[src/rtl/mem_stage_controller_pkg.sv]
// Shared types for the data-memory stage controller.
//   DataAccess   : access size encoding carried down the pipeline
//   MemCtrlState : controller sequencing states
//   Byte-enable base patterns and an alignment helper
package mem_stage_controller_pkg;

  localparam int DataWidth = 32;

  typedef enum logic [1:0] {
    BYTE = 2'b00,
    HALF = 2'b01,
    WORD = 2'b10
  } DataAccess;

  typedef enum logic [1:0] {
    IDLE = 2'b00,
    REQ  = 2'b01,
    DONE = 2'b10
  } MemCtrlState;

  localparam logic [3:0] BeByte = 4'b0001;
  localparam logic [3:0] BeHalf = 4'b0011;
  localparam logic [3:0] BeWord = 4'b1111;

  // Size code 2'b11 is never legal; otherwise the offset must be a
  // multiple of the access size.
  function automatic logic isAligned(input logic [1:0] access, input logic [1:0] offset);
    case (access)
      2'b00:   isAligned = 1'b1;
      2'b01:   isAligned = ~offset[0];
      2'b10:   isAligned = (offset == 2'b00);
      default: isAligned = 1'b0;
    endcase
  endfunction

endpackage

[src/rtl/mem_stage_controller_aligner.sv]
// mem_data_aligner: combinational byte-lane formatting.
//   access/offset/isUnsigned : size code, byte offset in word, zero-extend flag
//   storeData -> byteEnable, storeWord : lane enables and replicated store data
//   loadWord  -> loadData              : lane extraction plus sign/zero extension
module mem_data_aligner
  import mem_stage_controller_pkg::*;
(
  input  logic [1:0]           access,
  input  logic [1:0]           offset,
  input  logic                 isUnsigned,
  input  logic [DataWidth-1:0] storeData,
  input  logic [DataWidth-1:0] loadWord,
  output logic [3:0]           byteEnable,
  output logic [DataWidth-1:0] storeWord,
  output logic [DataWidth-1:0] loadData
);

  logic [DataWidth-1:0] shifted;

  always_comb begin
    shifted    = loadWord >> {offset, 3'b000};
    byteEnable = 4'b0000;
    storeWord  = '0;
    loadData   = '0;
    case (DataAccess'(access))
      BYTE: begin
        byteEnable = BeByte << offset;
        storeWord  = {4{storeData[7:0]}};
        loadData   = {{24{~isUnsigned & shifted[7]}}, shifted[7:0]};
      end
      HALF: begin
        // offset[0] is zero for any access that reaches the bus
        byteEnable = BeHalf << {offset[1], 1'b0};
        storeWord  = {2{storeData[15:0]}};
        loadData   = {{16{~isUnsigned & shifted[15]}}, shifted[15:0]};
      end
      WORD: begin
        byteEnable = BeWord;
        storeWord  = storeData;
        loadData   = shifted;
      end
      default: ;
    endcase
  end

endmodule

[src/rtl/mem_stage_controller.sv]
// mem_stage_controller: sequences the data-memory access of the EX/MEM entry.
//   i_clock, i_reset (async, active-high)
//   EX/MEM side : i_isValid, i_addr, i_wrData, i_memWrEnable, i_memRdEnable,
//                 i_memAccess, i_memUnsigned
//   pipeline    : o_stall, o_rdData/o_rdValid, o_misaligned, o_busError
//   data bus    : o_busAddr, o_busRdEnable, o_busWrEnable, o_busByteEnable,
//                 o_busWrData, i_busRdData, i_busReady
// Flow: IDLE (latch request) -> REQ (wait ready/timeout) -> DONE (release
// the pipeline for exactly one advance) -> IDLE.
module mem_stage_controller
  import mem_stage_controller_pkg::*;
#(
  parameter int DATA_WIDTH = 32,
  parameter int ADDR_WIDTH = 32,
  parameter int TIMEOUT    = 255
) (
  input  logic                  i_clock,
  input  logic                  i_reset,
  input  logic                  i_isValid,
  input  logic [ADDR_WIDTH-1:0] i_addr,
  input  logic [DATA_WIDTH-1:0] i_wrData,
  input  logic                  i_memWrEnable,
  input  logic                  i_memRdEnable,
  input  logic [1:0]            i_memAccess,
  input  logic                  i_memUnsigned,
  output logic                  o_stall,
  output logic [DATA_WIDTH-1:0] o_rdData,
  output logic                  o_rdValid,
  output logic                  o_misaligned,
  output logic                  o_busError,
  output logic [ADDR_WIDTH-1:0] o_busAddr,
  output logic                  o_busRdEnable,
  output logic                  o_busWrEnable,
  output logic [3:0]            o_busByteEnable,
  output logic [DATA_WIDTH-1:0] o_busWrData,
  input  logic [DATA_WIDTH-1:0] i_busRdData,
  input  logic                  i_busReady
);

  localparam int CntWidth = $clog2(TIMEOUT + 1);
  localparam logic [CntWidth-1:0] TimeoutLast = CntWidth'(TIMEOUT - 1);

  MemCtrlState stateReg, stateNext;
  logic [CntWidth-1:0] countReg, countNext;

  logic [1:0] offsetReg, accessReg;
  logic       unsignedReg, isLoadReg, timedOutReg;
  logic [DATA_WIDTH-1:0] rdDataReg;

  logic accDetect, accAligned;
  logic startAccess, finishOk, finishTimeout;

  logic [3:0]            storeBe;
  logic [DATA_WIDTH-1:0] storeWord, loadData;
  logic [DATA_WIDTH-1:0] unusedStoreLoad, unusedLoadWord;
  logic [3:0]            unusedLoadBe;

  // Store path formats straight from the EX/MEM entry so the result can be
  // latched on the same edge that enters REQ.
  mem_data_aligner storeAligner (
    .access     (i_memAccess),
    .offset     (i_addr[1:0]),
    .isUnsigned (i_memUnsigned),
    .storeData  (i_wrData),
    .loadWord   ('0),
    .byteEnable (storeBe),
    .storeWord  (storeWord),
    .loadData   (unusedStoreLoad)
  );

  // Load path uses the size/offset captured at issue, since the bus word
  // only arrives during REQ.
  mem_data_aligner loadAligner (
    .access     (accessReg),
    .offset     (offsetReg),
    .isUnsigned (unsignedReg),
    .storeData  ('0),
    .loadWord   (i_busRdData),
    .byteEnable (unusedLoadBe),
    .storeWord  (unusedLoadWord),
    .loadData   (loadData)
  );

  // Held reset suppresses detection so stall cannot assert during reset.
  assign accDetect  = i_isValid & (i_memRdEnable | i_memWrEnable) & ~i_reset;
  assign accAligned = isAligned(i_memAccess, i_addr[1:0]);

  always_ff @(posedge i_clock or posedge i_reset) begin
    if (i_reset) begin
      stateReg <= IDLE;
      countReg <= '0;
    end else begin
      stateReg <= stateNext;
      countReg <= countNext;
    end
  end

  always_comb begin
    stateNext     = stateReg;
    countNext     = countReg;
    o_stall       = 1'b0;
    o_misaligned  = 1'b0;
    startAccess   = 1'b0;
    finishOk      = 1'b0;
    finishTimeout = 1'b0;
    case (stateReg)
      IDLE: begin
        if (accDetect) begin
          if (accAligned) begin
            o_stall     = 1'b1;
            startAccess = 1'b1;
            countNext   = '0;
            stateNext   = REQ;
          end else begin
            o_misaligned = 1'b1;
          end
        end
      end
      REQ: begin
        o_stall = 1'b1;
        if (i_busReady) begin
          finishOk  = 1'b1;
          stateNext = DONE;
        end else if (countReg == TimeoutLast) begin
          // This is the TIMEOUT-th REQ cycle without ready.
          finishTimeout = 1'b1;
          stateNext     = DONE;
        end else begin
          countNext = countReg + 1'b1;
        end
      end
      DONE:    stateNext = IDLE;
      default: stateNext = IDLE;
    endcase
  end

  always_ff @(posedge i_clock or posedge i_reset) begin
    if (i_reset) begin
      o_busAddr       <= '0;
      o_busRdEnable   <= 1'b0;
      o_busWrEnable   <= 1'b0;
      o_busByteEnable <= 4'b0000;
      o_busWrData     <= '0;
      offsetReg       <= 2'b00;
      accessReg       <= 2'b00;
      unsignedReg     <= 1'b0;
      isLoadReg       <= 1'b0;
      timedOutReg     <= 1'b0;
      rdDataReg       <= '0;
    end else begin
      if (startAccess) begin
        // Store wins when both enables are set.
        o_busAddr       <= {i_addr[ADDR_WIDTH-1:2], 2'b00};
        o_busRdEnable   <= ~i_memWrEnable;
        o_busWrEnable   <= i_memWrEnable;
        o_busByteEnable <= i_memWrEnable ? storeBe : 4'b0000;
        o_busWrData     <= storeWord;
        offsetReg       <= i_addr[1:0];
        accessReg       <= i_memAccess;
        unsignedReg     <= i_memUnsigned;
        isLoadReg       <= ~i_memWrEnable;
        timedOutReg     <= 1'b0;
      end
      if (finishOk || finishTimeout) begin
        o_busRdEnable   <= 1'b0;
        o_busWrEnable   <= 1'b0;
        o_busByteEnable <= 4'b0000;
        timedOutReg     <= finishTimeout;
      end
      if (finishOk && isLoadReg) begin
        rdDataReg <= loadData;
      end
    end
  end

  assign o_rdData   = rdDataReg;
  assign o_rdValid  = (stateReg == DONE) & isLoadReg & ~timedOutReg;
  assign o_busError = (stateReg == DONE) & timedOutReg;

endmodule

[config.mk]
export PLATFORM = sky130hd
export DESIGN_NAME = mem_stage_controller
export DESIGN_NICKNAME = d
export VERILOG_FILES = /design/src/rtl/mem_stage_controller_pkg.sv /design/src/rtl/mem_stage_controller_aligner.sv /design/src/rtl/mem_stage_controller.sv
export SDC_FILE = /design/constraint.sdc
export NUM_CORES = 1
export LEC_CHECK = 0
export BUFFER_PORTS_ARGS = -buffer_cell sky130_fd_sc_hd__buf_2
export CAP_MARGIN = 20
export CORE_MARGIN = 5
export CORE_UTILIZATION = 53
export CTS_CLUSTER_DIAMETER = 80
export DETAILED_ROUTE_END_ITERATION = 10
export PLACE_DENSITY_LB_ADDON = 0.08
export SLEW_MARGIN = 20
export SYNTH_ARGS = -nofsm -noshare
export SYNTH_HDL_FRONTEND = slang
export SYNTH_SLANG_ARGS = --single-unit
[constraint.sdc]
create_clock -name i_clock -period 5.43 [get_ports i_clock]
set_input_delay 0.2715 -clock i_clock [delete_from_list [all_inputs] [get_ports i_clock]]
set_output_delay 0.2715 -clock i_clock [all_outputs]
set_load 0.01 [all_outputs]
==> impl_metrics.yaml <==
die:
  io_pins: 211
  die_h_um: 112
  initial_core_util: 0.536
  dieArea_um2: 12500
  die_w_um: 112
  rows: 37
  core_area_um2: 10200
status:
  outcome: "complete, no violations"
clocking:
  clock-sinks: 117
  cts_root_buffer: "clkbuf_8"
  cts_hold_buf: 44
  cts_tree: "yes"
  post-cts-setup-buffers: 0
  clockBufferDepth: 2
  numCtsBuffers: 17
  insertion_delay_ns: 0.52
  cts_max_level: 4
  clk_pin_slew_ns: 0.06
  cts_repair_resize_count: 0
cells_and_area:
  ff_latch_area_um2: 2930
  fin_area_um2: 7660
  multiInputGateArea_um2: 2370
  postLayoutCoreUtil: 0.748
  fillers: 729
  drive_above_1_share: 0.328
  layout.nets: 910
  n_antenna_cell: 0
  area_delta_synth_final_pct: 39.5
sta:
  finalSetupViolCount: 0
  tns_ns: 0
  finalClockSkew_ns: 0.00619
  slew_headroom: 0.315
  rsz0062_at_grt: "false"
  period_needed_ns: 2.88
  drv_slew: 0
  worst-slew-pin-transition_ns: 1.02
  max_freq_ghz: 0.348
  timing.final.crit_share: 0.530
  finalHoldViolCount: 0
  fin_ws_ns: 2.55
setup_path:
  cpLargestDelayFamily: "compound AO/OA/AOI/OAI gates"
  path_cells: "nor4b_2, o211a_2, buf_4, a211oi_1, a32o_1"
  max_stage_delay_ns: 0.73
  cp.required_ns: 5.84
  crit_path_start_kind: "register"
  slowest_stage: "o211a_2"
  criticalPathCategory: "register to register"
  end_kind: "register"
  crit_fanout: 34
  path_buf_inv: 1
  crit_arrival_ns: 3.28
power_and_ir_drop:
  ir_worst_vdd_mv: 0.241
  power_leakage_nw: 3.94
  power_density_nw_per_um2: 450
  total_power_mw: 3.45
synthesis:
  ys_ff_latch: 117
  netlist.area_leader.share: 0.534
  yosysSeqAreaShare: 0.534
  synth_common_cells: "nand2_1 (158), dfrtp_1 (117), nor2_1 (43), mux2i_1 (28)"
  yosysWarnings: 0
  synth_cells: 560
  synth_edf_count: 0
  async_flop_share: 1.00
  synth_cell_types: 53
  avgSynthCellArea_um2: 9.80
  yosys.area.top_type: "dfrtp_1"
  synth.most_common_cell: "nand2_1"
  syn_area_um2: 5490
  synth-main-ff-cell: "dfrtp_1"
  synth_area_leaders: "dfrtp_1 (53%), nand2_1 (11%), mux2i_1 (5.1%), nor2_1 (2.9%), a221o_1 (2.7%)"
routing:
  via_per_inst: 5.47
  wirelength_mm: 16.7
  ant_nets: 0
  via_count: 5204
  drc: 0
  firstDrtPassIters: 8
  wl_per_cell_um: 17.5
  drtIter0Drc: 431
placed_design:
  place_hpwl_mm: 11.1
  place_congestion: 0.871
  place_ws_ns: 2.54
  port_buffers: 208
  postPlaceCellArea_um2: 6590
run:
  cap_viol_max_count: 0
min_path:
  worstHoldPathType: "primary input to register"
global_route:
  antenna_found_initial: 0
  overflow: 0
  grt_pass1_wl_mm: 26.9
  grt_max_degree: 68
  grt_pass1_vias: 5299
  track_usage: 0.269
## flip-flops by register name (all words and copies together) (netlist names)
name and cells:
accessReg 2, countReg 8, o_busWrData 32, timedOutReg 1, stateReg 2, isLoadReg 1
o_busRdEnable 1, offsetReg 2, o_busByteEnable 4, unsignedReg 1, o_busAddr 30, o_busWrEnable 1
o_rdData 32
## area by class of cell
class	count	share of cell area
well taps	136	0.0222
clock buffers	22	0.0592
flip-flops and latches	117	0.382
clock inverters	9	0.0229
multi-input cells	402	0.310
inverters	6	0.00327
repair buffers	259	0.200
## path summary, 6_finish.rpt
path | start | endpoint | slack (ns) | depth (start not counted)
max | stateReg[0] | o_busByteEnable[1] | 2.55 | 5
min | i_addr[0] | offsetReg[0] | 0.01 | 3
max reg2reg | stateReg[0] | o_busByteEnable[1] | 2.55 | 5
min reg2reg | o_busAddr[18] | o_busAddr[18] | 0.47 | 2
max in group asynchronous | i_reset | countReg[4] | 3.73 | 4
min in group asynchronous | i_reset | isLoadReg | 0.52 | 3
## layer usage
| metal | wire length (um) | global-route usage | part of all wire | up-vias |
|---|---|---|---|---|
| li1 | - | - | - | 2443 |
| met1 | 6740 | 0.334 | 0.40 | 2495 |
| met2 | 8200 | 0.442 | 0.49 | 238 |
| met3 | 1410 | 0.0875 | 0.085 | 28 |
| met4 | 313 | 0.0998 | 0.019 | 0 |
| met5 | 0 | 0 | 0 | - |
## through the flow
step                      cells  hold slack (ns)
after floorplan             561            0.377
after global placement      876            0.454
after detailed placement    876            0.457
after CTS                   951          0.00109
after global routing        951          0.00266
final                       951           0.0148
## where the power goes
group / total [mW] / internal, mW / switching (mW)
clock: 1.20 / 0.812 / 0.385
sequential: 1.31 / 1.13 / 0.176
combinational: 0.943 / 0.436 / 0.507
## cells in the final DEF, fill, tap and decap left out, types with 4 or more instances in the layout
cell,instances
o2bb2ai_1,10
dfrtp_1,117
o21ai_0,26
bufinv_16,5
a211oi_1,9
dlygate4sd3_1,44
a221o_1,15
inv_1,4
a221oi_1,8
or2_2,4
a21oi_1,26
nand2b_1,4
clkbuf_16,16
buf_2,208
mux2i_1,28
nor2_1,43
nor3_1,6
nand2_1,158
buf_4,7
a22o_1,10
mux2_2,8
nor2b_1,4
## worst register-to-register path: stages, from the launching register on
cell	delay, ns
dfrtp_1	0.47
nor4b_2	0.59
o211a_2	0.73
buf_4	0.48
a211oi_1	0.20
a32o_1	0.29
## cell families (layout without fill, tap and decap cells)
family,count (synthesis),in the layout,synth area share
mux,38,38,0.0757
compound gates,123,123,0.160
fa+ha+maj,2,2,0.00456
flops,117,117,0.534
simple gates,237,237,0.190
buf+inv,42,296,0.0349
other cells,1,2,0.000683
No activity file was read; power rests on OpenSTA's default activity.
